`src/rtl/cache_fill_ctrl.sv`:
```
// Block fill on cache miss: WORDS pipelined reads, returned words streamed into the data array, then a tag write; stalls the pipeline throughout.
// Requests start the cycle after the miss and fill ends on the last returned word; memory has no backpressure, and a stalled return holds FILL. CACHE_FILL_WRAP_EN selects critical-word-first order.
module cache_fill_ctrl #(
   parameter int WORDS   = 8,
   parameter int MEM_LAT = 4
) (
   input  logic             clk,
   input  logic             rst,
   input  logic             miss_detected,
   input  logic [15:0]      miss_address,
   input  logic             memory_data_valid,
   input  logic [15:0]      memory_data,
   output logic             fsm_busy,
   output logic             mem_en,
   output logic [15:0]      memory_address,
   output logic             write_data_array,
   output logic [WORDS-1:0] data_word_en,
   output logic [15:0]      write_data,
   output logic             write_tag_array
);

   localparam int WIDX = $clog2(WORDS);
   localparam int CW   = WIDX + 1;

   // Nothing to build for the memory latency: the fill counts returned words instead.
   if (WORDS < 2 || MEM_LAT < 1) begin : g_bad_params
   end

   typedef enum logic {IDLE, FILL} state_t;

   state_t          state;
   logic [15:0]     base;
   logic [CW-1:0]   issue_cnt;
   logic [CW-1:0]   recv_cnt;
   logic [WIDX-1:0] start_word;
   logic [WIDX-1:0] miss_start;
   logic [WIDX-1:0] issue_idx;
   logic [WIDX-1:0] recv_idx;
   logic [15:0]     miss_base;

`ifdef CACHE_FILL_WRAP_EN
   assign miss_start = miss_address[WIDX:1];
`else
   assign miss_start = '0;
`endif

   function automatic logic [15:0] word_off(input logic [WIDX-1:0] idx);
      return 16'({idx, 1'b0});
   endfunction

   assign miss_base = miss_address & 16'hFFF0;
   assign issue_idx = start_word + issue_cnt[WIDX-1:0];
   assign recv_idx  = start_word + recv_cnt[WIDX-1:0];

   assign fsm_busy   = (state == FILL) | miss_detected;
   assign write_data = memory_data;

   always_comb begin
      write_data_array = 1'b0;
      write_tag_array  = 1'b0;
      data_word_en     = '0;
      if (state == FILL && memory_data_valid) begin
         write_data_array       = 1'b1;
         data_word_en[recv_idx] = 1'b1;
         write_tag_array        = (recv_cnt == CW'(WORDS - 1));
      end
   end

   // The request strobe is registered, so the first request is scheduled in the
   // miss cycle itself and issue_cnt counts requests already placed on the bus.
   always_ff @(posedge clk or posedge rst) begin
      if (rst) begin
         state          <= IDLE;
         base           <= '0;
         issue_cnt      <= '0;
         recv_cnt       <= '0;
         start_word     <= '0;
         mem_en         <= 1'b0;
         memory_address <= '0;
      end else begin
         case (state)
            IDLE: begin
               mem_en         <= 1'b0;
               memory_address <= '0;
               if (miss_detected) begin
                  base           <= miss_base;
                  start_word     <= miss_start;
                  issue_cnt      <= CW'(1);
                  recv_cnt       <= '0;
                  mem_en         <= 1'b1;
                  memory_address <= miss_base + word_off(miss_start);
                  state          <= FILL;
               end
            end
            FILL: begin
               if (issue_cnt < CW'(WORDS)) begin
                  mem_en         <= 1'b1;
                  memory_address <= base + word_off(issue_idx);
                  issue_cnt      <= issue_cnt + CW'(1);
               end else begin
                  mem_en         <= 1'b0;
                  memory_address <= '0;
               end
               if (memory_data_valid) begin
                  recv_cnt <= recv_cnt + CW'(1);
                  if (recv_cnt == CW'(WORDS - 1)) begin
                     state          <= IDLE;
                     mem_en         <= 1'b0;
                     memory_address <= '0;
                  end
               end
            end
            default: state <= IDLE;
         endcase
      end
   end

endmodule
```
`config.mk`:
```
export PLATFORM = sky130hd
export DESIGN_NAME = cache_fill_ctrl
export DESIGN_NICKNAME = d
export VERILOG_FILES = /design/src/rtl/cache_fill_ctrl.sv
export SDC_FILE = /design/constraint.sdc
export NUM_CORES = 1
export LEC_CHECK = 0
export BUFFER_PORTS_ARGS = -buffer_cell sky130_fd_sc_hd__buf_2
export CORE_MARGIN = 2
export CORE_UTILIZATION = 46
export CTS_CLUSTER_SIZE = 25
export DETAILED_ROUTE_END_ITERATION = 16
export PLACE_DENSITY = 0.8
export SLEW_MARGIN = 0
export SYNTH_ARGS = -nofsm -noshare
export SYNTH_HDL_FRONTEND = slang
export SYNTH_SLANG_ARGS = --single-unit
```
`constraint.sdc`:
```
create_clock -name clk -period 2.15 [get_ports clk]
set_clock_uncertainty 0.2 [all_clocks]
set_input_delay 0.215 -clock clk [delete_from_list [all_inputs] [get_ports clk]]
set_output_delay 0.215 -clock clk [all_outputs]
set_load 0.005 [all_outputs]
```
* After elaboration in Yosys (flattened, before gate mapping)
Cells that the tools add are included.
Storage, ports and cells: register bits 38, bits of input ports 36, logic and storage cells 47
Cells by class: $add $sub $neg 3, order comparisons 3, equality and inequality tests 4, muxes and demuxes 24, bitwise gates (word level) 2, reduce and logical (&&, ||, !) cells 5
Operators with widths (count):
- $mux W16 | 4
- $pmux W16 S2 | 1
- $add A16 B4 Y16 | 1
- $mux W4 | 4
- $pmux W4 S2 | 2
- $mux W1 | 9
- $add A4 B1 Y4 const B | 2
- $mux W8 | 1
- $reduce_and A2 Y1 | 3
- $eq A4 B3 Y1 const B | 1
- $lt A3 B4 Y1 const B | 1
- $lt A4 B4 Y1 const B | 1
- $ne A2 B2 Y1 const B | 2
- $pmux W1 S2 | 2
- $demux W1 S3 | 1
- $ge A3 B1 Y1 const B | 1
- $logic_and A1 B1 Y1 | 2
- $ne A2 B1 Y1 const B | 1
- $not A1 Y1 | 1
- $or A1 B1 Y1 | 1

* Depth between registers and ports, before layout
word-level depth 5, depth in mapped cells 5, mapped depth without buffers 4

* Worst setup path before layout
No wires, ideal clock.
kind reg-to-reg, start reg recv_cnt[1], end reg memory_address[1], library setup time 0.066 ns, data arrival time 1.380 ns, data required time 1.884 ns, setup slack 0.504 ns, stages on the path, launching flop included 6, clock period less this slack 1.646 ns, cells stage by stage dfrtp_1 ha_1 and4b_4 nor3b_4 buf_6 and2_1
On the way: word-level cells in the longest chain between the ends 4
RTL lines:
- from (decl) | RTL line 34 | logic [CW-1:0] recv_cnt;
- from (signal assigned) | RTL line 105 | recv_cnt <= recv_cnt + CW'(1);
- $eq A4 B3 Y1 | RTL line 106 | if (recv_cnt == CW'(WORDS - 1)) begin
- $mux W16 | RTL line 106
- $mux W16 | RTL line 104 | if (memory_data_valid) begin
- $pmux W16 S2 | RTL line 81 | case (state)
- to (signal assigned) | RTL line 91 | memory_address <= miss_base + word_off(miss_start);
- to (signal assigned) | RTL line 98 | memory_address <= base + word_off(issue_idx);
- to (decl) | RTL line 15 | output logic [15:0] memory_address,
No other way between the ends. A chain may end at the register's enable or synchronous reset.

* Worst setup path in the final report
start in memory_data_valid, end out data_word_en[0]
On the way: word-level cells in the longest chain between the ends 2
RTL lines:
- from (decl) | RTL line 11 | input logic memory_data_valid,
- $logic_and A1 B1 Y1 | RTL line 62 | if (state == FILL && memory_data_valid) begin
- $mux W8 | RTL line 62
- to (decl) | RTL line 17 | output logic [WORDS-1:0] data_word_en,
No other way between the ends.

==> impl_metrics.toml <==
[placed_design]
hpwl_um = 1949
dp_worst_setup_slack_ns = 0.3553
portBuffers = 42
post_dp_cell_area_um2 = 1812
gp_congestion = 0.7183

[power_and_ir_drop]
seq_power_share = 0.473
swShare = 0.3004
power.clock.fraction = 0.247
power.leakage_nw = 1.105
combPwrFrac = 0.280
powerDensity_nw_per_um2 = 1159
p_int_mw = 1.677
p_switching_mw = 0.7199
vdd_ir_drop_max_mv = 0.4959

[logic_synthesis]
ys_warn_count = 0
ys.flop_type = "dfrtp_1"
ys_seq_area_frac = 0.5527
synthCells = 161
synth_largest_area_cell = "dfrtp_1"
syn_avg_cell_area_um2 = 10.41
ys_ff_latch = 37
ys_top_cells_by_count = "nand2_1, dfrtp_1, buf_4"
synth_edf_count = 0
synth_area_um2 = 1675
yosysTopAreaCellShare = 0.5527
ys_types = 26
ys_async_sr_fraction = 1.000
synth.most_common_cell = "nand2_1"
synth_area_leaders = "dfrtp_1, nand2_1, buf_4"
syn-num-nets = 199

[critical_path]
critPathMaxFanout = 5
crit_path_end_kind = "primary output"
slowest_stage = "dlygate4sd3_1"
crit_top_cell = "buf_2"
arrival_ns = 1.57
path_class = "input pin to primary output"
crit_path_max_incr_delay_ns = 0.52
worstSetupStartpointType = "input pin"
critical_path_required_ns = 1.74
cp_cell_sequence = "dlygate4sd3_1 > buf_2 > nand2_1 > or2_4 > nor3_1 > buf_2"

[sta]
finalCritPeriodShare = 0.9213
slew-limit-headroom = 0.5911
worst_pin_slew_ns = 0.6134
layout_min_cycle_time_ns = 1.981
setup_slack_ns = 0.1693
hold-worst-slack_ns = 0.2300
final_max_slew_viol_count = 0
setup_tns_ns = 0
hold_viol = 0
grt_setup_unrepaired = "false"
fmax_mhz = 504.9
setup_viol = 0

[clock_network]
cts_buffers = 5
tritoncts = "done"
clkSinkCount = 37
htree_levels = 2
cts-root-buf = "clkbuf_4"
insertion_delay_ns = 0.34
post_cts_buffers = 0
cts_max_path_buffers = 2

[grt]
track_usage = 0.1564
grt_max_degree = 38
grt_overflow_total = 0
grt_first_pass_wirelength_um = 5057
antenna_found_initial = 0
grt_pass1_vias = 1164

[die]
die_h_um = 64.35
die_w_um = 64.35
initial_utilization = 0.4905
io_pins = 80
core-area_um2 = 3416
dieArea_um2 = 4141
row_count = 21

[drt]
wl_met3_um = 221
vias = 1225
wl_um = 2991
top_layer = "met4"
post_drt_wl_per_cell_um = 11.87
viasPerCell = 4.861
drc = 0
drt-met1-wl_um = 1279
dr_wl_met2_um = 1410
dr.pass1.iters = 4
postRouteAntennaNets = 0
drt_iter0_markers = 80

[layout]
fin_nets = 243
areaGrowthSynthToFinish_pct = 23.38
num_antenna_cells = 0
drive_gt1_frac = 0.2913
design_area_um2 = 2067
fin_util = 0.6051

[run_status]
outcome = "finished clean"

[job]
maxCapViolCount = 0

[worst_hold_path]
hp-class = "input pin to primary output"
[logic make-up (layout without fill, tap and decap cells)]
group | count (synthesis) | in the layout | share of synthesized area
simple gates | 72 | 72 | 0.2001
flops | 37 | 37 | 0.5527
buf+inv | 27 | 72 | 0.1120
compound gates | 17 | 17 | 0.08888
mux | 3 | 3 | 0.01867
fa+ha+maj | 2 | 2 | 0.01493
xor+xnor | 2 | 2 | 0.01046
other cells | 1 | 1 | 0.002238
[power groups by stage]
stage	clock, mW	sequential (mW)	combinational [mW]
finish	0.592	1.13	0.671
detailed placement	0	1.14	0.659
global placement	0	1.13	0.634
floorplan	0	1.12	0.498
global route	0.637	1.17	0.762
CTS	0.601	1.13	0.680
[worst max-delay path, delay by kind of cell]
kind / cells / cell delay, ns
buf+inv: 3 / 0.80
simple gates: 3 / 0.54
[state kept, by name, summed over array words and instances (netlist names)]
signal / flops
state: 1
mem_en: 1
recv_cnt: 4
issue_cnt: 4
base: 12
memory_address: 15
[per-stage QoR]
stage          cells  power, mW
2_1_floorplan    161      1.614
3_3_place_gp     229      1.769
3_5_place_dp     229      1.803
4_1_cts          252      2.410
5_1_grt          252      2.563
6_report         252      2.397
[layer usage]
metal	up-vias	global-route usage
li1	599	-
met1	568	0.1954
met2	42	0.2565
met3	16	0.02817
met4	0	0.08511
met5	-	0
[final cells by class]
cell class              instances  area, um2
clock buffers                   5      37.54
multi-input cells              97      566.8
inverters                       3      11.26
flip-flops and latches         37      925.9
well taps                      46      57.56
repair buffers                 61      402.9
fillers                       293       1349
clock inverters                 3      65.06
[cells in the final DEF, fill, tap and decap left out, drive strengths merged]
master       count
xor2             1
mux2i            2
and2             3
bufinv           2
a2bb2oi          1
nor2             9
or2              2
clkinv           1
inv              3
nor2b            2
nand2           42
clkbuf           5
nand3            5
buf             46
nor3b            2
xnor2            1
and4b            1
dfrtp           37
a22o            15
nand2b           4
a41oi            1
conb             1
mux2             1
dlygate4sd3     15
nor3             2
ha               2
[what timing repair did]
action | in CTS | in global routing
setup endpoints to repair | 0 | 1
endpoints found under the hold margin | 63 | 0
hold buffers | 15 | 0
gates resized for setup | 0 | 1
[final timing paths]
check | from | endpoint | slack [ns] | depth (start not counted)
max | memory_data_valid | data_word_en[0] | 0.17 | 6
min | memory_data[0] | write_data[0] | 0.23 | 0
max reg2reg | recv_cnt[1]$_DFFE_PP0P_ | mem_en$_DFF_PP0_ | 0.36 | 5
min reg2reg | base[13]$_DFFE_PP0P_ | base[13]$_DFFE_PP0P_ | 0.29 | 2
max in group asynchronous | rst | base[8]$_DFFE_PP0P_ | 1.12 | 4
min in group asynchronous | rst | base[4]$_DFFE_PP0P_ | 0.30 | 4
Note: power is estimated with default switching activity, not from simulation.
